==> src/rtl/mult.sv <==
// mult: pipelined signed fixed-point multiplier with round/truncate and saturation.
//
// Ports:
//   clk, rst            clock and synchronous active-high reset
//   in_valid, in_ready  operand handshake (accept on in_valid && in_ready)
//   mult_in_1/2         signed operands, DATA_SIZE bits, FRAC_BITS fractional bits
//   out_valid,out_ready result handshake (consume on out_valid && out_ready)
//   mult_out, ovf       saturated product in the operand format, and clamp flag
//
// Build option: define MULT_ROUND_EN to round half toward +inf before the
// shift; otherwise the shift truncates toward -inf.
module mult #(
    parameter int DATA_SIZE = 8,
    parameter int FRAC_BITS = 7
) (
    input  logic                        clk,
    input  logic                        rst,
    input  logic                        in_valid,
    output logic                        in_ready,
    input  logic signed [DATA_SIZE-1:0] mult_in_1,
    input  logic signed [DATA_SIZE-1:0] mult_in_2,
    output logic                        out_valid,
    input  logic                        out_ready,
    output logic signed [DATA_SIZE-1:0] mult_out,
    output logic                        ovf
);
    localparam int PW = 2 * DATA_SIZE;
    // One extra bit so adding the rounding constant can never wrap.
    localparam int RW = PW + 1;
    localparam logic signed [RW-1:0] MAXV = (RW'(1) << (DATA_SIZE - 1)) - RW'(1);
    localparam logic signed [RW-1:0] MINV = ~MAXV;
`ifdef MULT_ROUND_EN
    localparam logic signed [RW-1:0] RND = (RW'(1) << FRAC_BITS) >> 1;
`else
    localparam logic signed [RW-1:0] RND = '0;
`endif

    logic                        v1_q, v1_d, v2_q, v2_d;
    logic        [PW-1:0]        prod_q, prod_d;
    logic signed [DATA_SIZE-1:0] res_q, res_d;
    logic                        ovf_q, ovf_d;
    logic signed [RW-1:0]        rnd, shifted;
    logic                        adv, ld1, hi, lo;

    always_comb begin
        // Stage 2 may take new data when empty or being consumed; stage 1
        // may additionally fill while stalled if it is currently empty.
        adv      = !v2_q || out_ready;
        in_ready = adv || !v1_q;
        ld1      = in_valid && in_ready;
        // Low PW bits of the product of sign-extended operands are the exact
        // two's-complement product.
        prod_d   = ld1 ? {{DATA_SIZE{mult_in_1[DATA_SIZE-1]}}, mult_in_1} *
                         {{DATA_SIZE{mult_in_2[DATA_SIZE-1]}}, mult_in_2} : prod_q;
        v1_d     = ld1 || (v1_q && !adv);
        v2_d     = adv ? v1_q : v2_q;
        rnd      = $signed({prod_q[PW-1], prod_q}) + RND;
        shifted  = rnd >>> FRAC_BITS;
        hi       = shifted > MAXV;
        lo       = shifted < MINV;
        // The result register only changes when a real product moves in,
        // so mult_out keeps its last value across idle cycles.
        res_d    = (adv && v1_q) ? (hi ? MAXV[DATA_SIZE-1:0] :
                                    lo ? MINV[DATA_SIZE-1:0] :
                                         shifted[DATA_SIZE-1:0]) : res_q;
        ovf_d    = (adv && v1_q) ? (hi || lo) : ovf_q;
    end

    always_ff @(posedge clk) begin
        if (rst) begin
            v1_q   <= 1'b0;
            v2_q   <= 1'b0;
            prod_q <= '0;
            res_q  <= '0;
            ovf_q  <= 1'b0;
        end else begin
            v1_q   <= v1_d;
            v2_q   <= v2_d;
            prod_q <= prod_d;
            res_q  <= res_d;
            ovf_q  <= ovf_d;
        end
    end

    assign out_valid = v2_q;
    assign mult_out  = res_q;
    assign ovf       = ovf_q;
endmodule

==> config.mk <==
export PLATFORM = sky130hd
export DESIGN_NAME = mult
export DESIGN_NICKNAME = d
export VERILOG_FILES = /design/src/rtl/mult.sv
export SDC_FILE = /design/constraint.sdc
export NUM_CORES = 1
export LEC_CHECK = 0
export BUFFER_PORTS_ARGS = -buffer_cell sky130_fd_sc_hd__buf_2
export CAP_MARGIN = 20
export CORE_MARGIN = 2
export CORE_UTILIZATION = 50
export CTS_CLUSTER_SIZE = 24
export DETAILED_ROUTE_END_ITERATION = 10
export GPL_ROUTABILITY_DRIVEN = 0
export HOLD_SLACK_MARGIN = 0.1
export MAX_ROUTING_LAYER = met4
export PLACE_DENSITY = 0.69
export SYNTH_ARGS = -nofsm -noshare
export SYNTH_HDL_FRONTEND = slang
export SYNTH_SLANG_ARGS = --single-unit
==> constraint.sdc <==
create_clock -name clk -period 12.47 [get_ports clk]
set_clock_uncertainty 0.2 [all_clocks]
set_input_delay 1.247 -clock clk [delete_from_list [all_inputs] [get_ports clk]]
set_output_delay 1.247 -clock clk [all_outputs]
set_load 0.005 [all_outputs]
Yosys cells after proc, flatten, opt, wreduce, memory -nomap -nowiden:

Cells that the tools add are included.

* $mul: 1
* $lt $le $gt $ge: 2
* mux-type cells: 2
* reduce and logical (&&, ||, !) cells: 10

Operator list (number)
* $mul A8 B8 Y16: 1
* $mux W8: 2
* $gt A9 B8 Y1 const B: 1
* $lt A9 B8 Y1 const B: 1
* $logic_or A1 B1 Y1: 4
* $logic_and A1 B1 Y1: 3
* $logic_not A1 Y1: 3

* register bits after elaboration: 27
* input port bits: 20
* output and inout bits: 11
* word-level logic and storage cells: 20

Depth between registers and ports, before layout:

Gate-level depths: netlist (run 1).

* word-level depth: 5
* depth in mapped cells: 16
* gate-level depth less buffers: 16

Worst setup path before layout (run 1):

OpenSTA, ideal clock, no wires.

* path type: input to register
* from: input mult_in_1[7]
* to: register prod_q[15]
* setup time: 0.117 ns
* data arrival time: 5.196 ns
* required time: 12.153 ns
* slack: 6.957 ns
* stages: 16
* buffers on the path: 0
* cell sequence: and2_1 fa_1 inv_1 fa_1 inv_1 fa_1 inv_1 fa_1 inv_1 ha_1 nand3_1 nor2_1 o41a_1 o2bb2ai_1 xnor2_1 a22o_1

* cells in the longest elaborated chain, start to end: 1

RTL lines
* start: declaration: line 20 `input logic signed [DATA_SIZE-1:0] mult_in_1,`
* $mul A8 B8 Y16: line 53 `prod_d = ld1 ? {{DATA_SIZE{mult_in_1[DATA_SIZE-1]}}, mult_in_1} *`
* end signal: assignment: line 79 `prod_q <= prod_d;`
* end: declaration: line 39 `logic [PW-1:0] prod_q, prod_d;`

No other way between the ends.
A chain may end at the register's enable or synchronous reset.

Worst setup path after layout (run 1):

Ends and elaborated chain as after synthesis.

==> out/results.ini, run 1 <==
[run_status]
status = finished, final reports clean

[worst_setup_path]
cp-start-kind = primary input
path_buf_inv = 5
cp_data_required_time_ps = 12420
crit_path_end_kind = register
arrival_ps = 5550
criticalPathCategory = primary input to register
path_delay_family = adder cells
crit_slowest_cell = fa_1
crit_fanout = 8
crit_chain = buf_2 -> and2_1 -> fa_1 -> inv_1 -> fa_1 -> inv_1 -> fa_1 -> inv_1 -> fa_1 -> inv_1 -> ha_1 -> nand3_1 -> nor2_1 -> o41a_1 -> o2bb2ai_1 -> xnor2_1 -> a22o_1
crit_path_max_incr_delay_ps = 670

[timing]
slew_headroom_pct = 66.16
tightest_slew_ps = 506.9
fin_ws_ps = 6869
fmax_ghz = 0.1785
period_needed_ps = 5601
rsz0062_at_grt = no
slew_violations = 0
hold_violations = 0
setup-tns-final_ps = 0
setup_viol = 0
post-route-period-util_pct = 44.92

[routing]
detail_route.wl_per_cell_um = 12.16
detail-route-antenna-nets = 0
wl_mm = 5.641
via_per_inst = 5.032
drtIter0Drc = 91
drc = 0
first_pass_iters = 4
dr_total_vias = 2335

[final_layout]
fin_nets = 489
drive_gt1_share_pct = 11.11
area_growth_pct = 8.415
final_area_mm2 = 0.003466
antennaDiodeCount = 0

[cts]
cts.clk_slew.worst_paths_ps = 70
post_cts_buffers = 0
worstSkewPairLatency_ps = 250
cts_buffers = 3
ctsHoldBuffers = 0
root_buffer = clkbuf_8
cts_max_path_buffers = 2
cts_max_level = 1
cts_resized = 0
cts_tree = done
clock_sinks = 20

[grt]
grt_pass1_vias = 2482
overflow = 0
gr-usage-all-layers_pct = 19.23
antenna_found_initial = 0
grt_max_degree = 19
grt_first_pass_wirelength_mm = 11.07

[placed_design]
dpl_worst_slack_ps = 6581
place_area_mm2 = 0.003417
dp_hpwl_mm = 4.909
port_buffers = 30

[power_and_ir_drop]
finalPower_mw = 0.5850
irDropWorstVdd_v = 0.0001264
leakage_nw = 1.691
p_per_area_mw_per_mm2 = 168.8

[synth]
synth_area_mm2 = 0.003197
yosys-top-cells-area = fa_1 (33%), dfxtp_1 (13%), ha_1 (11%), and2_1 (8.4%), inv_1 (8.2%)
synth.most_common_cell = inv_1
synthTopCellsByCount = inv_1 (70), fa_1 (53), and2_1 (43), nor2_1 (31), ha_1 (27)
async_flop_share_pct = 0
synth_fp_nets = 460
avgSynthCellArea_um2 = 8.880
yosys.area.top_type = fa_1
yosysUniqueCellTypes = 37
ys_ff_latch = 20
synth_top_area_share_pct = 33.19
yosys_warnings = 0
synthCells = 360
ys.flop_type = dfxtp_1
synth_edf_count = 0
ys_seq_area_share_pct = 12.52

[floorplanning]
chipWidth_um = 83.96
dieArea_mm2 = 0.007049
io_pins = 31
die_y_um = 83.96
rows = 29
core_area_mm2 = 0.006277
initial_core_util_pct = 50.93

[job]
maxCapViolCount = 0

[hold_path]
hp-class = register to register

-- area by class of cell --
cell class                      instances  area [µm²]
Clock buffer                            3       41.29
Fill cell                             614        2811
Inverter                               70       262.8
Multi-Input combinational cell        263        2507
Sequential cell                        20       400.4
Tap cell                               77       96.34
Timing Repair Buffer                   31       157.7
-- report_power, final --
group          switching, mW  total, mW  leakage [nW]  internal [mW]
Sequential            0.0137     0.0918         0.165         0.0782
Clock                 0.0191     0.0405        0.0216         0.0215
Combinational          0.246      0.453          1.50          0.206
Total                  0.279      0.585          1.69          0.306
-- registers in the layout, summed over array words and instances (netlist names) --
name       cells
mult_out       8
ovf            1
out_valid      1
v1_q           1
prod_q         9
-- worst min-delay path: cells and delay by family, from the launching register on --
family / cells / cell delay, ps
AND/OR/NAND/NOR: 1 / 60
AO/OA/AOI/OAI: 1 / 50
flip-flops: 1 / 320
-- cells in the final DEF (no fill, tap or decap), types with 4 or more instances in the layout --
cell,n
inv_1,70
fa_1,53
and2_1,43
nor2_1,31
buf_2,30
ha_1,27
dfxtp_1,20
nand2_1,18
a21oi_1,16
xnor2_1,11
o21ai_1,9
nor2b_1,8
nor3_1,7
a22o_1,4
xor2_1,4
-- per-layer routing --
metal  track usage, %  vias up  routed length (µm)  part of all wire [%]
met1            25.76     1128                2630                    47
met3            2.275        2                 107                   1.9
met2            33.02       25                2887                    51
li1                 -     1180                   -                     -
met4            1.466        0                  15                  0.27
met5                -        -                   0                     0
-- path summary, 6_finish.rpt --
kind | startpoint | end | slack, ps | cells past startpoint
setup / recovery | mult_in_1[7] | prod_q[15] | 6870 | 17
hold / removal | prod_q[7] | prod_q[7] | 280 | 2
setup reg to reg | out_valid | prod_q[13] | 10840 | 5
hold reg to reg | prod_q[7] | prod_q[7] | 280 | 2
-- stage by stage --
| step | std cells | hold slack [ps] | utilization (%) |
|---|---|---|---|
| after detailed placement | 460 | 266.3 | 54.43 |
| after CTS | 463 | 275.4 | 55.09 |
| final | 464 | 276.3 | 55.21 |
| after global placement | 460 | 262.4 | 54.43 |
| after global routing | 464 | 303.9 | 55.21 |
| after floorplan | 360 | 244.9 | - |
-- cells by family after synthesis --
family	after synthesis	synth area share [%]
buf+inv	77	9.041
compound gates	46	10.33
mux	3	0.9785
simple gates	119	19.26
fa+ha+maj	80	43.76
flops	20	12.52
xor+xnor	15	4.109
(Power assumes the default switching activity.)
==> inputs of run 2 (changes only) <==
--- a/config.mk
+++ b/config.mk
@@ -14,7 +14,7 @@
 export GPL_ROUTABILITY_DRIVEN = 0
 export HOLD_SLACK_MARGIN = 0.1
 export MAX_ROUTING_LAYER = met4
-export PLACE_DENSITY = 0.69
+export PLACE_DENSITY = 0.72
 export SYNTH_ARGS = -nofsm -noshare
 export SYNTH_HDL_FRONTEND = slang
 export SYNTH_SLANG_ARGS = --single-unit
==> constraint.sdc (replaced) <==
create_clock -name clk -period 4.9 [get_ports clk]
set_clock_uncertainty 0.2 [all_clocks]
set_input_delay 0.49 -clock clk [delete_from_list [all_inputs] [get_ports clk]]
set_output_delay 0.49 -clock clk [all_outputs]
set_load 0.005 [all_outputs]
==> run 2 against run 1 <==
Net effect:
- first-iteration DRC count decreased by 20%
- total power grew to 2.7 times the previous value
- die area unchanged
- core utilization up 1.3 points
- combinational power increased to 2.7 times the previous value
- routed wire length rose by 2.0%
- sequential share of layout area decreased by 0.26 points
- clock power rose to 3.0 times the previous value
- global-route usage decreased by 0.19 points
- cell area is 2.3% higher
- critical path depth did not move
==> out/results.ini, run 2 (same netlist as run 1, synthesis figures left out) <==
[grt]
gr-usage-all-layers_pct = 19.04
grt_first_pass_wirelength_mm = 10.90
overflow = 0
grt_pass1_vias = 2584
grt_max_degree = 19
antenna_found_initial = 0

[floorplanning]
core_area_mm2 = 0.006277
die_y_um = 83.96
initial_core_util_pct = 50.93
io_pins = 31
dieArea_mm2 = 0.007049
chipWidth_um = 83.96
rows = 29

[worst_setup_path]
rr_worst_depth = 5
criticalPathCategory = primary input to register
crit_path_end_kind = register
arrival_ps = 4560
crit_fanout = 8
cp_data_required_time_ps = 4850
cp-start-kind = primary input

[power_and_ir_drop]
finalPower_mw = 1.599
intPower_mw = 0.8612
irDropWorstVdd_v = 0.0003820
p_per_area_mw_per_mm2 = 450.8
pwr-share-seq_pct = 14.7
p_sw_share_pct = 46.14
p_sw_mw = 0.7377
leakage_nw = 1.740
combPwrFrac_pct = 77.6
clock_power_share_pct = 7.7

[routing]
detail_route.wl_per_cell_um = 12.14
via_per_inst = 5.082
wl_mm = 5.755
first_pass_iters = 4
detail-route-antenna-nets = 0
drtIter0Drc = 73
dr_total_vias = 2409
drc = 0

[cts]
cts_max_path_buffers = 2
clock_sinks = 20
worstSkewPairLatency_ps = 250
root_buffer = clkbuf_8
cts_resized = 0
cts.clk_slew.worst_paths_ps = 70
ctsHoldBuffers = 0
cts_max_level = 1
post_cts_buffers = 0
cts_buffers = 3
cts_tree = done

[final_layout]
antennaDiodeCount = 0
mostFrequentLayoutCells = inv_1 (70), fa_1 (53), and2_1 (43)
largest_reg_flops = 9
multiInputGateArea_mm2 = 0.002507
fin_nets = 498
post-route-util_pct = 56.51
area_growth_pct = 10.96
final_common_cell = inv_1
regMostFlops = prod_q
fillerInstances = 588
regArea_um2 = 400.4
drive_gt1_share_pct = 13.35

[timing]
tightest_slew_ps = 1018
setup-tns-final_ps = 0
slew_violations = 0
period_needed_ps = 4611
slew_headroom_pct = 32.01
rsz0062_at_grt = no
setup_viol = 0
post-route-period-util_pct = 94.10
fmax_ghz = 0.2169
hold_violations = 0

[placed_design]
port_buffers = 30
dp_hpwl_mm = 4.984

[job]
maxCapViolCount = 0

[hold_path]
hold_depth = 3
hp-class = primary input to register

[run_status]
status = finished, final reports clean

run 2: changes by cell type in the layout (fill, tap and decap cells not counted), sizes merged:
cell and delta:
buf +9, clkbuf +1
run 2: final timing paths:
check,startpoint,to,slack [ps]
setup / recovery,mult_in_1[7],prod_q[15],290
hold / removal,in_valid,v1_q,280
setup reg to reg,out_valid,mult_out[0],2920
hold reg to reg,prod_q[9],prod_q[9],280
run 2: area by class of cell:
cell class	instances	share of cell area (%)
multi-input cells	263	70.69
inverters	70	7.407
repair buffers	40	6.349
clock buffers	4	1.552
well taps	77	2.716
flip-flops and latches	20	11.29
run 2: metal layers:
metal | share of wire (%) | track usage, % | wire (µm)
met1 | 45 | 23.82 | 2562
met2 | 51 | 33.60 | 2948
met3 | 3.0 | 2.572 | 175
met4 | 1.2 | 3.079 | 68
met5 | 0 | - | 0
run 2: power by group through the flow:
stage / clock network (mW) / logic (mW) / registers (mW)
floorplan: 0 / 0.983 / 0.219
CTS: 0.126 / 1.27 / 0.234
global route: 0.132 / 1.44 / 0.240
detailed placement: 0 / 1.26 / 0.237
finish: 0.123 / 1.24 / 0.234
global placement: 0 / 1.23 / 0.236
run 2: per-stage QoR:
step           setup WS [ps]  instance area [µm²]  instances  hold WS [ps]
6_report               289.3                 3547        474         276.8
5_1_grt                53.80                 3547        474         292.8
4_1_cts                272.1                 3547        474         273.2
3_5_place_dp          0.3078                 3492        470         265.0
3_3_place_gp           58.49                 3492        470         264.1
2_1_floorplan          144.4                 3197        360         244.9
run 2: worst max-delay path: stages:
cell and delay (ps):
buf_2 130, and2_1 210, fa_1 570, inv_1 80
fa_1 530, inv_1 50, fa_1 530, inv_1 50
fa_1 520, inv_1 40, ha_1 310, nand3_1 110
nor2_1 70, o41a_1 400, o2bb2ai_1 170, xnor2_1 90
a22o_1 190
